<file path="src/rtl/tps_pkg.sv">
// rtl/tps_pkg.sv - shared defaults for the tick PWM shaper
// Holds default width, reset shadow values and the synchroniser depth floor.
package tps_pkg;

    localparam int TPS_W               = 8;
    localparam int TPS_PERIOD_RST      = 10;
    localparam int TPS_DUTY_RST        = 5;
    localparam int TPS_SYNC_STAGES_MIN = 2;

endpackage

</file>
<file path="src/rtl/tick_pwm_shaper_sync_edge.sv">
// rtl/tick_pwm_shaper_sync_edge.sv - synchroniser and rising-edge pulse (module tps_sync_edge)
// Ports: clk, rst (async active-low), async_in (unsynchronised level),
//        pulse (registered one-cycle pulse per accepted rising edge).
// Build option TPS_GLITCH_FILTER_EN: the synchronised level must be high on
// two consecutive clocks after a low before a pulse is issued.
module tps_sync_edge
    import tps_pkg::*;
#(
    parameter int SYNC_STAGES = 2
) (
    input  logic clk,
    input  logic rst,
    input  logic async_in,
    output logic pulse
);

    // Depth is clamped so a misconfigured instance still gets a real synchroniser.
    localparam int NS = (SYNC_STAGES < TPS_SYNC_STAGES_MIN) ? TPS_SYNC_STAGES_MIN : SYNC_STAGES;

    logic [NS-1:0] sync_q;
    logic          lvl;
    logic          prev_q;

    assign lvl = sync_q[NS-1];

    always_ff @(posedge clk or negedge rst) begin
        if (!rst) begin
            sync_q <= '0;
        end else begin
            sync_q <= {sync_q[NS-2:0], async_in};
        end
    end

`ifdef TPS_GLITCH_FILTER_EN
    logic filt_q;

    // lvl is the newest sample, filt_q the one before, prev_q the one before that:
    // accept only the pattern 0,1,1.
    always_ff @(posedge clk or negedge rst) begin
        if (!rst) begin
            filt_q <= 1'b0;
            prev_q <= 1'b0;
            pulse  <= 1'b0;
        end else begin
            filt_q <= lvl;
            prev_q <= filt_q;
            pulse  <= lvl & filt_q & ~prev_q;
        end
    end
`else
    always_ff @(posedge clk or negedge rst) begin
        if (!rst) begin
            prev_q <= 1'b0;
            pulse  <= 1'b0;
        end else begin
            prev_q <= lvl;
            pulse  <= lvl & ~prev_q;
        end
    end
`endif

endmodule

</file>
<file path="src/rtl/tick_pwm_shaper.sv">
// rtl/tick_pwm_shaper.sv - tick counter with shadowed period/duty PWM and square wave
// Ports: clk, rst (async active-low), en (count enable), tc_in (async terminal
//        count), period/duty/load (shadow update request), tick (accepted edge),
//        cnt (tick index), cyc_done (wrap strobe), pwm_out, sq_out.
// Build option TPS_GLITCH_FILTER_EN is handled inside tps_sync_edge.
module tick_pwm_shaper
    import tps_pkg::*;
#(
    parameter int W           = TPS_W,
    parameter int SYNC_STAGES = TPS_SYNC_STAGES_MIN,
    parameter int PERIOD_RST  = TPS_PERIOD_RST,
    parameter int DUTY_RST    = TPS_DUTY_RST
) (
    input  logic         clk,
    input  logic         rst,
    input  logic         en,
    input  logic         tc_in,
    input  logic [W-1:0] period,
    input  logic [W-1:0] duty,
    input  logic         load,
    output logic         tick,
    output logic [W-1:0] cnt,
    output logic         cyc_done,
    output logic         pwm_out,
    output logic         sq_out
);

    logic [W-1:0] per_sh, duty_sh;
    logic         pending;

    logic [W-1:0] eff_per;
    logic         wrap;
    logic [W-1:0] cnt_nxt, per_nxt, duty_nxt;
    logic         pend_nxt;

    tps_sync_edge #(
        .SYNC_STAGES (SYNC_STAGES)
    ) u_sync (
        .clk      (clk),
        .rst      (rst),
        .async_in (tc_in),
        .pulse    (tick)
    );

    always_comb begin
        eff_per  = (per_sh == '0) ? W'(1) : per_sh;
        wrap     = tick & en & (cnt == eff_per - W'(1));
        cnt_nxt  = cnt;
        per_nxt  = per_sh;
        duty_nxt = duty_sh;
        pend_nxt = pending | load;
        if (!en) begin
            // Idle: nothing is mid-period, so a load can take effect at once.
            if (load) begin
                cnt_nxt  = '0;
                per_nxt  = period;
                duty_nxt = duty;
                pend_nxt = 1'b0;
            end
        end else if (wrap) begin
            cnt_nxt = '0;
            if (pending || load) begin
                per_nxt  = period;
                duty_nxt = duty;
                pend_nxt = 1'b0;
            end
        end else if (tick) begin
            cnt_nxt = cnt + W'(1);
        end
    end

    always_ff @(posedge clk or negedge rst) begin
        if (!rst) begin
            cnt      <= '0;
            per_sh   <= W'(PERIOD_RST);
            duty_sh  <= W'(DUTY_RST);
            pending  <= 1'b0;
            cyc_done <= 1'b0;
            pwm_out  <= 1'b0;
            sq_out   <= 1'b0;
        end else begin
            cnt      <= cnt_nxt;
            per_sh   <= per_nxt;
            duty_sh  <= duty_nxt;
            pending  <= pend_nxt;
            cyc_done <= wrap;
            // Compare against the values being registered so pwm_out lines up with cnt.
            pwm_out  <= (cnt_nxt < duty_nxt);
            if (wrap) begin
                sq_out <= ~sq_out;
            end
        end
    end

endmodule

</file>
<file path="config.mk">
export PLATFORM = sky130hd
export DESIGN_NAME = tick_pwm_shaper
export DESIGN_NICKNAME = d
export VERILOG_FILES = /design/src/rtl/tps_pkg.sv /design/src/rtl/tick_pwm_shaper_sync_edge.sv /design/src/rtl/tick_pwm_shaper.sv
export SDC_FILE = /design/constraint.sdc
export NUM_CORES = 1
export LEC_CHECK = 0
export ABC_AREA = 1
export CORE_MARGIN = 2
export CORE_UTILIZATION = 40
export CTS_CLUSTER_DIAMETER = 40
export DETAILED_ROUTE_END_ITERATION = 16
export PLACE_DENSITY = 0.68
export SLEW_MARGIN = 20
export SYNTH_ARGS = -nofsm -noshare
export SYNTH_HDL_FRONTEND = slang
export SYNTH_SLANG_ARGS = --single-unit
</file>
<file path="constraint.sdc">
create_clock -name clk -period 9.5 [get_ports clk]
set_clock_uncertainty 0.2 [all_clocks]
set_input_delay 1.9 -clock clk [delete_from_list [all_inputs] [get_ports clk]]
set_output_delay 1.9 -clock clk [all_outputs]
set_load 0.01 [all_outputs]
</file>
Word-level counts from Yosys, hierarchy flattened:

Cells that the tools add are included.

* word-level logic and storage cells: 43
* flip-flop bits (word level): 32
* input port bits: 21
* output and inout bits: 12

* equality and inequality tests: 3
* magnitude comparators: 1
* muxes and demuxes: 17
* bitwise operators: 6
* $add $sub $neg: 2
* reduce and logical (&&, ||, !) cells: 4

Operators with widths (number)
* $mux W8: 13
* $add A8 B1 Y8 const B: 1
* $eq A8 B8 Y1: 1
* $logic_not A8 Y1: 1
* $lt A8 B8 Y1: 1
* $sub A8 B1 Y8 const B: 1
* $mux W1: 4
* $ne A2 B1 Y1 const B: 2
* $and A1 B1 Y1: 3
* $reduce_and A3 Y1: 1
* $not A1 Y1: 2
* $reduce_bool A2 Y1: 1
* $logic_or A1 B1 Y1: 1
* $or A1 B1 Y1: 1

Logic depth before layout (Yosys ltp):

* depth after elaboration: 8
* gate-level depth with buffers: 25
* mapped depth without buffers: 25

By module:

From an unflattened synthesis, not the netlist that was laid out.

* cells, all modules: 289
* area total of the unflattened synthesis: 2225.9 um^2

By module, submodules not included
* tick_pwm_shaper: cells an instance 283, times used 1, area an instance 2115.8 um^2, sequential area each 705.7 um^2
* tps_sync_edge: cells an instance 6, times used 1, area an instance 110.1 um^2, sequential area each 100.1 um^2

Worst setup path before layout:

No wires, ideal clock.

* path type: input -> register
* start: in en
* end: reg pwm_out
* path buffers: 1
* stages on the path: 16
* setup time: 0.077 ns
* arrival time: 3.843 ns
* slack: 5.380 ns
* required time: 9.223 ns
* cell sequence: buf_2 > nand2_1 > inv_1 > nand2_1 > nor2_1 > nand3_2 > nor2_4 > nand3_4 > nor2_4 > inv_2 > or2_0 > a31oi_2 > ha_1 > a21oi_1 > o21ai_0 > a21oi_1

* word-level cells in the longest chain between the ends: 5
* elaborated cells on any way between the ends: 7
* classes of those cells: 1 x order compare; 4 x mux; 2 x bitwise

RTL lines
* start, declared: line tick_pwm_shaper.sv:16 `input logic en,`
* $and A1 B1 Y1 (2 in a row): line tick_pwm_shaper.sv:47 `wrap = tick & en & (cnt == eff_per - W'(1));`
* $mux W8: line tick_pwm_shaper.sv:60 `end else if (wrap) begin`
* $mux W8: line tick_pwm_shaper.sv:52 `if (!en) begin`
* $lt A8 B8 Y1 (*): line tick_pwm_shaper.sv:88 `pwm_out <= (cnt_nxt < duty_nxt);`
* end signal, assigned: line tick_pwm_shaper.sv:88
* end, declared: line tick_pwm_shaper.sv:24 `output logic pwm_out,`

Mark *: on every way between the ends. The rest lies on a longest branch, timed or not.
A chain may end at the register's enable or synchronous reset.

Worst setup path after layout:

Ends and elaborated chain as after synthesis.

==> results.md <==
* Max-Cap Viols at 0
* Die width at 78.47 um
* Setup Crit Path Kind: input port to flop
* Mean Syn Cell Area at slightly below 8 um2
* Status: finished clean
* Fin Setup TNS at 0 ns
* Final WS setup at 4.481 ns
* Leakage at between 1 and 1.5 nW
* Nets at 346
* Commonest non-fill, non-tap cell in the layout: nand2_1
* Starting Density at 0.4079
* Post-synthesis cell area at between 0.002 and 0.0025 mm2
* Crit path cell chain: clkdlybuf4s50_1 > nand2_1 > inv_1 > nand2_1 > nor2_1 > nand3_2 > nor2_4 > nand3_4 > nor2_4 > inv_2 > or2_0 > a31oi_2 > ha_1 > a21oi_1 > o21ai_0 > a21oi_1
* Post-detailed-placement half-perimeter wirelength at 3918 um
* CP max stage cell: clkdlybuf4s50_1
* ANT cells at 0
* Clock network fraction of total power at 0.291
* Post-cts sizing count at 0
* Routed Antenna Nets at 0
* Rows at 27
* DP Worst Slack at 4.225 ns
* Synth Flop Type: dfrtp_1
* Max Slew Vio Count at 0
* Vias in the first global route at 1930
* First-pass GRT wire length at 8852 um
* Register-to-Register Path Depth at 23
* VDD IR max at 0.09372 mV
* CP Launch Type: input port
* Largest net degree at the start of global routing at 33
* Final count of hold timing violations at 0
* Cell family with most CP delay: buffers and inverters
* Routed len/inst at 13.12 um
* CTS tree: yes
* Root Driver: clkbuf_8
* Clock buffer count from CTS at 5
* Placed cell area at between 0.002 and 0.003 mm2
* Minimum clock period at 5.019 ns
* Sw frac at 0.3304
* Drt drc at 0
* 1st-iter DRT viols at 72
* Drt total wl at just over 5000 um
* Sequential power share at 0.434
* Sequential-to-total area share from yosys stat at 0.3632
* Final std cells w/o fill at about 400
* Slew Limit Headroom at 0.4784
* # Post-CTS Setup Buffers at 0
* Cell Int Power at 0.2506 mW
* Critical path arrival at 5.03 ns
* RSZ-0062 raised after global routing: false
* Share of layout cells above drive strength 1 at 0.1830
* Hold Crit Class: flop to flop
* Core area at 0.005439 mm2
* Synth Instances at 280
* Crit Path Max Fanout at 17
* Hold path startpoint: u_sync.sync_q[0]$_DFF_PN0_
* Element type at the critical path end: flop
* Power, Total at around 0.37 mW
* PwrDens at 138.0 mW/mm2
* Synthesized flop and latch total at 32
* First-pass detailed-route iteration total at 4
* Buf+Inv Stages, Crit Path at 3
* Hold Buf Count CTS at 0
* Fin area at approximately 0.0027 mm2
* CP required at 9.51 ns
* R2R Path Start: per_sh[4]$_DFFE_PN0P_
* CTS max path bufs at 2
* Setup crit start: en
* Combinational Power Share at 0.275
* Clk_lat worst skew at between 0.2 and 0.3 ns
* RD Place Congestion at 0.8361
* GRT Total Usage at 0.1834
* Hold Crit Endpoint: u_sync.sync_q[1]$_DFF_PN0_
* Synth warnings at 0
* Hold Crit Depth at 0
* Syn nets at between 300 and 400
* I/O pins at 33
* EDFF count, synth at 0
* Worst-Margin Slew at approximately 0.78 ns
* Final worst-path cycle share at 0.5283
* Commonest cells after routing, fill and taps aside: 44 x nand2_1, 34 x nor2_1, 32 x clkdlybuf4s50_1, 28 x inv_1, 28 x dfrtp_1
* Grt total ovfl at 0
* Clock H-tree levels at 2
* CP max stage delay at roughly 1 ns
* Placed Cells at 381
* Ys async rst share at 1.000
* Maximum clock frequency at 199.3 MHz
* Port-buffer cells at 32
* Reg2reg end: pwm_out$_DFF_PN0_
* Die ar. at 0.006158 mm2
* Area Overhead vs Synth at 22.22%
* Initial antenna violation count at 0
* Clock sink total at 32
* CTS clk-pin slew, worst paths at 0.06 ns
* Via count at 1945
* NetSw at 0.1237 mW
* Register-to-register setup slack at 5.74 ns
* Synth cell types at 36
* Vias per cell at about 5.0
* Die Ht at 78.47 um
* Final setup viols at 0
power by group through the flow:
| stage | registers (mW) | logic (mW) | clock network (mW) |
|---|---|---|---|
| floorplan | 0.163 | 0.0717 | 0 |
| global placement | 0.165 | 0.100 | 0 |
| detailed placement | 0.165 | 0.102 | 0 |
| CTS | 0.162 | 0.103 | 0.112 |
| global route | 0.164 | 0.118 | 0.119 |
| finish | 0.163 | 0.103 | 0.109 |
sequential cells by signal, indices dropped and copies added (netlist names):
| name | count |
|---|---|
| u_sync.prev_q | 1 |
| u_sync.sync_q | 2 |
| sq_out | 1 |
| per_sh | 8 |
| cnt | 8 |
| duty_sh | 8 |
| cyc_done | 1 |
| u_sync.pulse | 1 |
| pwm_out | 1 |
| pending | 1 |
per-layer routing:
| metal | vias to the layer above | global-route usage | routed length, um | part of all wire |
|---|---|---|---|---|
| li1 | 983 | - | - | - |
| met1 | 901 | 0.2491 | 2446 | 0.48 |
| met2 | 49 | 0.2784 | 2299 | 0.45 |
| met3 | 12 | 0.04138 | 242 | 0.047 |
| met4 | 0 | 0.08246 | 112 | 0.022 |
| met5 | - | 0 | 0 | 0 |
synth_stat cells (all sizes together) (4+ instances only):
library cell  instances  share of area
a21oi                16          0.036
nor2                 40          0.081
nand3                18          0.058
or2                  14          0.039
nand2                49          0.097
dfrtp                28           0.32
o21ai                14          0.032
a31oi                 7          0.039
nand4                 7          0.020
xor2                 11          0.043
ha                    9          0.051
xnor2                 4          0.016
dfstp                 4          0.047
inv                  40          0.068
o22ai                 5          0.014
cell families (layout without fill, tap and decap cells):
group,count (synthesis),after routing,share of synthesized area
and+or+nand+nor,134,134,0.3159
AOI/OAI and AO/OA,45,45,0.1337
buffers and inverters,45,82,0.07727
DFF,32,32,0.3632
xor gates and xnor gates,15,15,0.05922
adders and majority gates,9,9,0.05076
worst max-delay path by stage:
stage	end	slack, ns	cells past startpoint
4_1_cts	pwm_out$_DFF_PN0_	4.51	16
2_1_floorplan	pwm_out$_DFF_PN0_	5.38	16
5_1_grt	pwm_out$_DFF_PN0_	4.19	16
3_5_place_dp	pwm_out$_DFF_PN0_	4.22	16
3_3_place_gp	pwm_out$_DFF_PN0_	4.31	16
6_report	pwm_out$_DFF_PN0_	4.48	16
cell type report:
class | count | area, um2
Clock buffer | 6 | 82.58
Inverter | 41 | 153.9
Fill cell | 517 | 2728
Sequential cell | 32 | 805.8
Multi-Input combinational cell | 203 | 1241
Tap cell | 72 | 90.09
Timing Repair Buffer | 33 | 327.8
Clock inverter | 2 | 10.01
per-stage QoR:
step / hold WS, ns / utilization
CTS: 0.1550 / 0.4985
global placement: 0.1347 / 0.4815
floorplan: 0.1312 / -
global route: 0.1566 / 0.4985
detailed placement: 0.1397 / 0.4815
finish: 0.1519 / 0.4985
Note: power is estimated with default switching activity, not from simulation.
